[src/rtl/sat_counter.sv]
// Saturating up-counter with synchronous clear; clear beats increment.
module sat_counter #(
  parameter int unsigned W = 16
) (
  input  logic         clk,
  input  logic         rst,
  input  logic         inc,
  input  logic         clr,
  output logic [W-1:0] cnt
);

  always_ff @(posedge clk) begin
    if (rst) begin
      cnt <= '0;
    end else if (clr) begin
      cnt <= '0;
    end else if (inc && (cnt != '1)) begin
      cnt <= cnt + 1'b1;
    end
  end

endmodule

[config.mk]
export PLATFORM = sky130hd
export DESIGN_NAME = sat_counter
export DESIGN_NICKNAME = d
export VERILOG_FILES = /design/src/rtl/sat_counter.sv
export SDC_FILE = /design/constraint.sdc
export NUM_CORES = 1
export LEC_CHECK = 0
export ABC_AREA = 1
export ABC_CLOCK_PERIOD_IN_PS = 1520
export BUFFER_PORTS_ARGS = -buffer_cell sky130_fd_sc_hd__buf_2
export CORE_MARGIN = 5
export CORE_UTILIZATION = 42
export DETAILED_ROUTE_END_ITERATION = 12
export PLACE_DENSITY = 0.61
export SLEW_MARGIN = 20
export SYNTH_ARGS = -nofsm -noshare
export SYNTH_HDL_FRONTEND = slang
export SYNTH_SLANG_ARGS = --single-unit
[constraint.sdc]
create_clock -name clk -period 1.52 [get_ports clk]
set_input_delay 0.076 -clock clk [delete_from_list [all_inputs] [get_ports clk]]
set_output_delay 0.076 -clock clk [all_outputs]
set_load 0.01 [all_outputs]
Word level (Yosys, flattened, before mapping)
Cells that the tools add are included.
{ "totals": {"reg_bits": 16, "input_bits": 4, "out_inout_bits": 16, "word_cells": 5} }
{ "op_classes": {"add_sub_neg": 1, "eq_ne": 1, "n_reduce_logical": 2} }
{ "op_table": {"columns": ["cell", "n"], "rows": [
  ["16-bit by 1-bit adder with 16-bit output, second input constant", 1],
  ["16-bit inequality test, second input constant", 1],
  ["2-bit OR reduction", 1],
  ["1-bit logical AND", 1]
]} }

Logic depth before layout (Yosys ltp)
Gate-level depths: netlist of run 1.
{ "logic_depth": {"ltp_word": 2, "mapped_depth": 9, "ltp_nobuf": 9} }

Worst setup path after synthesis of run 1
No wires, ideal clock.
{ "synth_timing": {"path_kind": "reg2reg", "from": "register cnt[0]", "to": "register cnt[15]", "setup_ps": 115, "arrival_ps": 1312, "slack_ps": 93, "path_stages_with_launch": 8, "synth_period_minus_slack_ps": 1427, "cell_sequence": "dfxtp_1 > ha_1 > nand2_1 > nor2_4 > nand4_4 > buf_6 > a21oi_1 > nor2_1"} }
{ "synth_between": {"elab_chain_cells": 2, "elab_cells_between_ends": 3} }
{ "synth_lines": {"columns": ["element", "line_no", "text"], "rows": [
  ["from (decl)", "9", "output logic [W-1:0] cnt"],
  ["from (signal assigned)", "18", "cnt <= cnt + 1'b1;"],
  ["parallel branches: the longest is 2 deep, another holds 16-bit by 1-bit adder with 16-bit output", null, null]
]} }
Parallel ways; which one is timed is not known.
A chain may end at the register's enable or synchronous reset.

Worst setup path after layout of run 1
{ "layout_timing": {"from": "register cnt[1]", "to": "register cnt[1]"} }
The elaborated chain is that of the path after synthesis.

==> impl_metrics.toml, run 1 <==
[floorplan]
floorplan.initialDensity_pct = 44.6
vertical_die_dimension_um = 58.9
fp.dieArea_um2 = 3470
die-width_um = 58.9
placeableCoreArea_um2 = 2250
io-pin-count = 20
rows = 17

[synth]
synth.top_cells.by_count = "sky130_fd_sc_hd__nand2_1 (43), sky130_fd_sc_hd__nor2_1 (38), sky130_fd_sc_hd__dfxtp_1 (16)"
synthFlopType = "sky130_fd_sc_hd__dfxtp_1"
post-synth-top-area-fraction_pct = 31.9
mappedNetlistNets = 161
postSynth.asyncResetShare_pct = 0
post_synth_edffs = 0
post-synth-top-area-cell = "sky130_fd_sc_hd__dfxtp_1"
syn_inst = 156
synthMostInstantiatedCell = "sky130_fd_sc_hd__nand2_1"
synth.cell_area_um2 = 1000
post_synth_num_cell_types = 20
syn_avg_cell_area_um2 = 6.44
post_synth_main_area_contributors = "sky130_fd_sc_hd__dfxtp_1 (32%), sky130_fd_sc_hd__nand2_1 (16%), sky130_fd_sc_hd__nor2_1 (14%), sky130_fd_sc_hd__nand3_1 (6.5%), sky130_fd_sc_hd__inv_1 (5.6%)"
share_of_the_yosys_chip_area_belonging_to_registers_pct = 31.9
yosys_register_bits = 16
synth_warnings = 0

[cells_and_area]
regMostFlops = "cnt"
flip_flop_count_of_the_largest_register_all_copies_and_words_added = 16
fin_util_pct = 53.3
antenna-diode-count = 0
drive_above_1_share_pct = 27.6
final-instance-count-excl-fill = 209
top_regs = "cnt: 16 flops"
area_growth_syn_to_layout_pct = 19.6
nNetsFinal = 187

[global_route]
antenna_found_initial = 0
grt.overflow.total = 0
grt_util_all_layers_pct = 15.7
grt_start_max_net_pins = 17
via_count_of_the_first_global_routing_pass = 1009
grt_first_pass_wirelength_um = 4180

[detailed_routing]
drtPass1Iterations = 5
post-route-drc-count = 0
via_per_inst = 4.89
route.antenna.remaining_nets = 0
totalWireLength_um = 2340
post_drt_wl_per_cell_um = 11.2
dr_total_vias = 1021
iteration_0_drc_markers = 23

[placement]
post-dp-hpwl_um = 1780
gp_routability_congestion = 0.778
placedCellCount = 202
place.port_buffers = 19
post-place-ws_ns = 0.0327

[clock_tree]
clk-insertion-delay-late_ns = 0.30
cts.sinks = 16
ctsHtreeMaxLevel = 1
number_of_hold_repair_buffers_added_at_the_cts_stage = 0
clock-root-buffer = "sky130_fd_sc_hd__clkbuf_4"
tritoncts = "done"
clk_pin_slew_ns = 0.11
cts_buffers = 3
clock_path_buffers = 2

[critical_path]
critPathMostFrequentCell = "sky130_fd_sc_hd__nor2_1"
timing.critical_path.fanout_max = 5
worst_ep_arrival_time_ns = 1.57
crit_chain = "ha_2 > nand2_1 > nor2_4 > nand2_4 > nor2_8 > nor2_2 > nor2_1 > nor2_1"
critPathKind = "flip-flop to flip-flop"
worstReg2RegStart = "cnt[1]$_SDFFE_PP0P_"
start_kind = "flip-flop"
library_cell_contributing_the_largest_single_delay_on_the_critical_path = "sky130_fd_sc_hd__dfxtp_2"
critPathLaunch = "cnt[1]$_SDFFE_PP0P_"
cp_data_required_time_ns = 1.72
max_stage_delay_ns = 0.35
endpoint_kind = "flip-flop"

[hold_path]
hold_path_class = "primary input to flip-flop"
worstHoldStart = "rst"

[timing]
slew_violations = 0
highest_achievable_clock_rate_ghz = 0.731
finalCritPeriodShare_pct = 90.0
number_of_failing_setup_endpoints_in_the_final_timing_report = 0
rsz0062_at_grt = "no"
final_worst_path_setup_slack_ns = 0.152
slew-limit-headroom_pct = 84.2
final-hold-violation-count = 0
worst_margin_slew_ns = 0.236
timing.setup.tns_ns = 0
finalWorstPathRequiredPeriod_ns = 1.37
finClkSkew_ns = 0.00548

[pwr]
power_leakage_nw = 0.553
power_w = 0.000767
worst_ir_drop_on_vdd_mv = 0.480
cellPowerDensity_nw_per_um2 = 638

[outcome]
outcome = "finished clean"

[job]
timing.max_cap.violations = 0
-- final cells by class --
cell class	instances	area, um2
fill	238	1050
multi-input combinational	122	619
sequential	16	325
timing repair buffer	23	125
inverter	16	60.1
clock buffer	4	36.3
tap	28	35.0
-- stage by stage --
stage	hold WS, ns	instance area, um2
2_1_floorplan	0.296	1000
3_3_place_gp	0.507	1120
3_5_place_dp	0.527	1120
4_1_cts	0.198	1160
5_1_grt	0.192	1200
6_report	0.200	1200
-- kinds of logic after synthesis --
logic type,after synthesis,share of synthesized area [%]
AOI/OAI and AO/OA,9,4.48
adders and majority gates,1,1.25
buffers and inverters,18,8.22
DFF,16,31.9
and+or+nand+nor,112,54.2
-- placed cells by master (no fill, tap or decap) --
| cell type | netlist | routed |
|---|---|---|
| sky130_fd_sc_hd__nand3_1 | 13 | 12 |
| sky130_fd_sc_hd__dfxtp_2 | 0 | 1 |
| sky130_fd_sc_hd__inv_1 | 15 | 15 |
| sky130_fd_sc_hd__nor2_4 | 4 | 5 |
| sky130_fd_sc_hd__nor2_2 | 5 | 6 |
| sky130_fd_sc_hd__inv_2 | 1 | 1 |
| sky130_fd_sc_hd__nand4_1 | 1 | 1 |
| sky130_fd_sc_hd__nor2_1 | 38 | 36 |
| sky130_fd_sc_hd__nand4_4 | 1 | 1 |
| sky130_fd_sc_hd__nand2_2 | 1 | 1 |
| sky130_fd_sc_hd__nor2_8 | 1 | 1 |
| sky130_fd_sc_hd__nand2_1 | 43 | 43 |
| sky130_fd_sc_hd__nand3b_1 | 1 | 1 |
| sky130_fd_sc_hd__and2_2 | 1 | 1 |
| sky130_fd_sc_hd__buf_2 | 0 | 19 |
| sky130_fd_sc_hd__buf_4 | 0 | 4 |
| sky130_fd_sc_hd__and3_2 | 1 | 1 |
| sky130_fd_sc_hd__o21ai_0 | 2 | 2 |
| sky130_fd_sc_hd__clkbuf_8 | 0 | 1 |
| sky130_fd_sc_hd__clkbuf_4 | 0 | 3 |
| sky130_fd_sc_hd__nand2_4 | 2 | 2 |
| sky130_fd_sc_hd__dfxtp_1 | 16 | 14 |
| sky130_fd_sc_hd__a21oi_1 | 7 | 7 |
| sky130_fd_sc_hd__nand3_2 | 0 | 1 |
| sky130_fd_sc_hd__ha_2 | 0 | 1 |
| sky130_fd_sc_hd__dfxtp_4 | 0 | 1 |
-- layer usage --
| layer | part of all wire, % | wire [um] | track usage, % |
|---|---|---|---|
| met4 | 2.3 | 53 | 7.77 |
| met2 | 50 | 1170 | 27.3 |
| met3 | 3.8 | 90 | 2.85 |
| met5 | 0 | 0 | 0 |
| met1 | 44 | 1030 | 18.2 |
-- where the power goes --
part	internal (W)	switching, W
logic	0.0000180	0.0000266
registers	0.000421	0.00000166
clock network	0.000146	0.000153
total	0.000585	0.000182
-- critical path: cells and delay by family, from the launching register on --
kind / cells / cell delay, ns
adder cells (fa/ha/maj): 1 / 0.20
flip-flops: 1 / 0.35
AND/OR/NAND/NOR: 7 / 0.71
-- path summary, 6_finish.rpt --
| check | to | slack, ns | cells past startpoint |
|---|---|---|---|
| setup / recovery | cnt[1]$_SDFFE_PP0P_ | 0.15 | 8 |
| hold / removal | cnt[6]$_SDFFE_PP0P_ | 0.20 | 5 |
| setup reg to reg | cnt[1]$_SDFFE_PP0P_ | 0.15 | 8 |
| hold reg to reg | cnt[1]$_SDFFE_PP0P_ | 0.50 | 2 |
-- timing repair --
item | 4_1_cts | 5_1_grt
resized for setup | 0 | 8
endpoints found under the setup margin | 0 | 15
buffers inserted | 0 | 3
endpoints found under the hold margin | 0 | 0
(Power assumes the default switching activity.)
==> inputs of run 2 (changes only) <==
CELL_PAD_IN_SITES_DETAIL_PLACEMENT = 0   (was default)
CELL_PAD_IN_SITES_GLOBAL_PLACEMENT = 1   (was default)
CORE_MARGIN = 1   (was 5)
CORE_UTILIZATION = 37   (was 42)
PLACE_DENSITY = 0.74   (was 0.61)
==> run 2 against run 1 <==
Net effect: worst hold slack improved by 0.0028 ns; register-to-register slack worse by 0.04 ns; non-clock buffer count did not move; sequential share of layout area decreased by 0.11 points; die area is 16% lower; utilization is 5.5 points lower; critical path depth did not move; clock power about the same; power down 0.20%; cell area up 0.42%; global-route usage up 2.4 points; largest cell class unchanged.
==> impl_metrics.toml, run 2 (same netlist as run 1, synthesis figures left out) <==
[critical_path]
start_kind = "flip-flop"
library_cell_contributing_the_largest_single_delay_on_the_critical_path = "sky130_fd_sc_hd__dfxtp_4"
worst_path_dominant_cell_family = "simple AND/OR/NAND/NOR gates"
max_stage_delay_ns = 0.38
r2r_slack_ns = 0.11
endpoint_kind = "flip-flop"
worst_ep_arrival_time_ns = 1.60
critPathKind = "flip-flop to flip-flop"
worstPathBufferInverterCount = 2
critPathMostFrequentCell = "sky130_fd_sc_hd__nor2_1"
crit_chain = "ha_2 > nand3_1 > nor2_4 > buf_4 > and3_2 > inv_1 > nor2_1 > nor2_1"
cp_data_required_time_ns = 1.72
worst_r2r_endpoint = "cnt[12]$_SDFFE_PP0P_"
r2r.worst_path.cells = 8
worstReg2RegStart = "cnt[0]$_SDFFE_PP0P_"
timing.critical_path.fanout_max = 5

[cells_and_area]
top_regs = "cnt: 16 flops"
mostFrequentLayoutCell = "sky130_fd_sc_hd__nand2_1"
area_growth_syn_to_layout_pct = 20.1
fin_util_pct = 47.8
flip_flop_count_of_the_largest_register_all_copies_and_words_added = 16
drive_above_1_share_pct = 27.6
nNetsFinal = 187
mostFrequentLayoutCells = "sky130_fd_sc_hd__nand2_1 (42), sky130_fd_sc_hd__nor2_1 (36), sky130_fd_sc_hd__buf_2 (19)"
fillers = 282
regMostFlops = "cnt"
antenna-diode-count = 0

[clock_tree]
clock_path_buffers = 2
cts_buffers = 3
clk_pin_slew_ns = 0.11
clk-insertion-delay-late_ns = 0.29
tritoncts = "done"
ctsHtreeMaxLevel = 1
cts.sinks = 16
clock-root-buffer = "sky130_fd_sc_hd__clkbuf_4"

[detailed_routing]
dr_total_vias = 996
drtPass1Iterations = 4
iteration_0_drc_markers = 20
via_per_inst = 4.72
post-route-drc-count = 0
totalWireLength_um = 2290
route.antenna.remaining_nets = 0
post_drt_wl_per_cell_um = 10.9

[hold_path]
worstHoldStart = "inc"
whs_path_depth = 5
hold_path_class = "primary input to flip-flop"
worstHoldEndpoint = "cnt[3]$_SDFFE_PP0P_"

[timing]
highest_achievable_clock_rate_ghz = 0.711
number_of_failing_setup_endpoints_in_the_final_timing_report = 0
finalWorstPathRequiredPeriod_ns = 1.41
timing.setup.tns_ns = 0
final-hold-violation-count = 0
worst_margin_slew_ns = 0.210
slew-limit-headroom_pct = 85.9
finClkSkew_ns = 0.00309
final_layout_worst_hold_slack_ns = 0.202
slew_violations = 0
rsz0062_at_grt = "no"
finalCritPeriodShare_pct = 92.5

[job]
timing.max_cap.violations = 0

[global_route]
grt.overflow.total = 0
top_usage_layer = "met2"
globalRouteMet2Util_pct = 28.0
globalRouteMet3Util_pct = 2.54
antenna_found_initial = 0
grt_first_pass_wirelength_um = 3730
grt_util_all_layers_pct = 18.1
globalRouteMet1Util_pct = 24.1
grt_start_max_net_pins = 17
via_count_of_the_first_global_routing_pass = 844

[placement]
post-dp-hpwl_um = 1710
place.port_buffers = 19
gp_routability_congestion = 0.863

[pwr]
worst_ir_drop_on_vdd_mv = 0.493
power_leakage_nw = 0.555
cellPowerDensity_nw_per_um2 = 634

[floorplan]
floorplan.initialDensity_pct = 39.8
fp.dieArea_um2 = 2930
rows = 18
io-pin-count = 20
placeableCoreArea_um2 = 2520
die-width_um = 54.1
vertical_die_dimension_um = 54.1

[outcome]
outcome = "finished clean"
run 2: cell counts in the layout (fill, tap and decap cells not counted):
No cell type changed its count.
run 2: cell type report:
cell class	count	area [um2]	share of cell area, %
Clock buffer	4	36.3	3.01
Timing Repair Buffer	23	125	10.4
Inverter	16	60.1	4.98
Multi-Input combinational cell	122	622	51.6
Sequential cell	16	325	27.0
Tap cell	30	37.5	3.11
run 2: how the worst max path moves through the flow:
stage	start	end	cells after the start
2_1_floorplan	cnt[0]$_SDFFE_PP0P_	cnt[15]$_SDFFE_PP0P_	7
3_3_place_gp	cnt[0]$_SDFFE_PP0P_	cnt[14]$_SDFFE_PP0P_	8
3_5_place_dp	cnt[0]$_SDFFE_PP0P_	cnt[14]$_SDFFE_PP0P_	8
4_1_cts	cnt[0]$_SDFFE_PP0P_	cnt[14]$_SDFFE_PP0P_	8
5_1_grt	cnt[0]$_SDFFE_PP0P_	cnt[11]$_SDFFE_PP0P_	7
6_report	cnt[0]$_SDFFE_PP0P_	cnt[12]$_SDFFE_PP0P_	8
run 2: metal layers:
metal,vias to the layer above,part of all wire (%)
met3,6,2.7
met1,440,50
li1,532,-
met2,18,45
met4,0,1.9
met5,-,0
run 2: where the power goes:
part / switching (W) / leakage (nW) / total (W) / internal, W
clock network: 0.000155 / 0.0210 / 0.000301 / 0.000146
logic: 0.0000248 / 0.404 / 0.0000410 / 0.0000162
registers: 0.00000243 / 0.130 / 0.000423 / 0.000421
run 2: worst register-to-register path: stages, from the launching register on:
cell,delay (ns)
sky130_fd_sc_hd__dfxtp_4,0.38
sky130_fd_sc_hd__ha_2,0.18
sky130_fd_sc_hd__nand3_1,0.12
sky130_fd_sc_hd__nor2_4,0.17
sky130_fd_sc_hd__buf_4,0.12
sky130_fd_sc_hd__and3_2,0.17
sky130_fd_sc_hd__inv_1,0.04
sky130_fd_sc_hd__nor2_1,0.08
sky130_fd_sc_hd__nor2_1,0.05
run 2: stage by stage:
step           total power (W)  setup slack [ns]  area, um2  std cells
2_1_floorplan         0.000459            0.0926       1000        156
3_3_place_gp          0.000471            0.0248       1130        205
3_5_place_dp          0.000472           -0.0253       1130        205
4_1_cts               0.000770            0.0492       1170        209
5_1_grt               0.000798           0.00474       1210        211
6_report              0.000765             0.114       1210        211
run 2: timing repair:
item                       CTS  global route
pin swaps                    0             2
setup buffers                0             2
hold buffers                 0             0
setup endpoints to repair    1            14
hold endpoints to repair     0             0
resized for setup            1             8
==> inputs of run 3 (changes only) <==
BUFFER_PORTS_ARGS = default   (was -buffer_cell sky130_fd_sc_hd__buf_2)
CORE_UTILIZATION = 42   (was 37)
DONT_BUFFER_PORTS = 1   (was default)
PLACE_DENSITY = 0.73   (was 0.74)
==> run 3 against run 2 <==
Net effect: critical path depth did not move; cell area down 4.1%; wire length decreased by 4.8%; clock skew is 0.0040 ns higher; global-route usage grew 1.2 points; first-iteration DRC count is the same; sequential power about the same; sequential share of layout area up 0.84 points; power shrank 11%; highest routed layer unchanged; worst setup slack is essentially flat; sequential cell count stayed put.
==> impl_metrics.toml, run 3 (same netlist as run 1, synthesis figures left out) <==
[global_route]
grt.overflow.total = 0
via_count_of_the_first_global_routing_pass = 863
grt_util_all_layers_pct = 19.3
antenna_found_initial = 0
grt_first_pass_wirelength_um = 3760
grt_start_max_net_pins = 17

[timing]
final-hold-violation-count = 0
finClkSkew_ns = 0.00713
finalCritPeriodShare_pct = 92.5
number_of_failing_setup_endpoints_in_the_final_timing_report = 0
highest_achievable_clock_rate_ghz = 0.712
finalWorstPathRequiredPeriod_ns = 1.41
worst_margin_slew_ns = 0.232
rsz0062_at_grt = "no"
timing.setup.tns_ns = 0
slew-limit-headroom_pct = 84.5
slew_violations = 0

[placement]
post-dp-hpwl_um = 1700
gp_routability_congestion = 0.797
place.port_buffers = 0

[clock_tree]
tritoncts = "done"
post_cts_resized = 0
postCtsSetupBuffers = 0
cts.sinks = 16
clk_pin_slew_ns = 0.09
clock_path_buffers = 2
clk-insertion-delay-late_ns = 0.28
cts_buffers = 3
number_of_hold_repair_buffers_added_at_the_cts_stage = 0
clock-root-buffer = "sky130_fd_sc_hd__clkbuf_4"
ctsHtreeMaxLevel = 1

[hold_path]
worstHoldStart = "inc"
whs_path_depth = 4
hold_path_class = "primary input to flip-flop"

[detailed_routing]
dr_total_vias = 941
iteration_0_drc_markers = 20
post-route-drc-count = 0
routed-wl-met2_um = 1030
wirelength_met1_um = 1060
met3_length_um = 77
drtPass1Iterations = 4
highest-signal-layer = "met4"
via_per_inst = 4.71
route.antenna.remaining_nets = 0
post_drt_wl_per_cell_um = 10.9
totalWireLength_um = 2180

[critical_path]
max_stage_delay_ns = 0.35
cp_data_required_time_ns = 1.70
worst_path_dominant_cell_family = "simple AND/OR/NAND/NOR gates"
crit_chain = "ha_1 > nand3_1 > nor2_2 > nand2_1 > nor2_1 > nand3_1 > nand2_1 > nor2_1"
r2r_slack_ns = 0.11
timing.critical_path.depth = 8
worstPathBufferInverterCount = 0
start_kind = "flip-flop"
endpoint_kind = "flip-flop"
critPathLaunch = "cnt[0]$_SDFFE_PP0P_"
timing.critical_path.fanout_max = 4
library_cell_contributing_the_largest_single_delay_on_the_critical_path = "sky130_fd_sc_hd__dfxtp_1"
critPathKind = "flip-flop to flip-flop"
worst_ep_arrival_time_ns = 1.59
r2r.worst_path.cells = 8
worstReg2RegStart = "cnt[0]$_SDFFE_PP0P_"

[cells_and_area]
area_growth_syn_to_layout_pct = 15.1
nNetsFinal = 179
multi_input_comb_area_um2 = 604
drive_above_1_share_pct = 21.5
mostFrequentLayoutCells = "sky130_fd_sc_hd__nand2_1 (43), sky130_fd_sc_hd__nor2_1 (37), sky130_fd_sc_hd__inv_1 (15), sky130_fd_sc_hd__dfxtp_1 (15), sky130_fd_sc_hd__buf_4 (15)"
fin_util_pct = 51.8
flip_flop_count_of_the_largest_register_all_copies_and_words_added = 16
antenna-diode-count = 0
top_regs = "cnt: 16 flops"
fillers = 232
regMostFlops = "cnt"
final-seq-area_um2 = 322
mostFrequentLayoutCell = "sky130_fd_sc_hd__nand2_1"

[floorplan]
placeableCoreArea_um2 = 2230
rows = 17
vertical_die_dimension_um = 50.9
die-width_um = 50.9
fp.dieArea_um2 = 2590
floorplan.initialDensity_pct = 45.0
io-pin-count = 20

[job]
timing.max_cap.violations = 0

[pwr]
power_w = 0.000683
power_leakage_nw = 0.509
worst_ir_drop_on_vdd_mv = 0.417
cellPowerDensity_nw_per_um2 = 590

[outcome]
outcome = "finished clean"
[run 3: changes by cell type in the layout (fill, tap and decap cells not counted), sizes merged]
cell	delta
buf	-8
clkbuf	-1
[run 3: metal layers]
| layer | up-vias | global-route usage [%] |
|---|---|---|
| li1 | 516 | - |
| met1 | 410 | 24.4 |
| met2 | 13 | 31.4 |
| met3 | 2 | 4.17 |
| met4 | 0 | 8.33 |
| met5 | - | 0 |
[run 3: stage by stage]
stage                     instances  hold slack [ns]  area (um2)  worst slack [ns]
final                           200           0.0528        1160             0.115
after global routing            200           0.0521        1160            0.0106
after CTS                       200           0.0461        1150            0.0492
after detailed placement        197            0.350        1130            0.0733
after global placement          197            0.346        1130             0.108
after floorplan                 156            0.296        1000            0.0926
[run 3: final timing paths]
| check | end |
|---|---|
| setup reg to reg | cnt[14]$_SDFFE_PP0P_ |
| hold / removal | cnt[3]$_SDFFE_PP0P_ |
| setup / recovery | cnt[14]$_SDFFE_PP0P_ |
| hold reg to reg | cnt[6]$_SDFFE_PP0P_ |
[run 3: layout make-up]
class                      instances  area share, %
inverter                          16           5.19
tap                               28           3.03
multi-input combinational        122           52.3
sequential                        16           27.8
timing repair buffer              15           9.74
clock buffer                       3           1.95
[run 3: tightest hold or removal path, stage by stage]
cell and delay [ns]:
sky130_fd_sc_hd__nand2_1 0.06, sky130_fd_sc_hd__nor2_2 0.04, sky130_fd_sc_hd__nor2_1 0.07, sky130_fd_sc_hd__nor2_1 0.05
[run 3: where the power goes]
group | leakage (nW) | switching (W) | internal, W
sequential | 0.130 | 0.00000137 | 0.000421
combinational | 0.365 | 0.0000217 | 0.0000134
clock | 0.0138 | 0.000133 | 0.0000919
total | 0.509 | 0.000156 | 0.000527
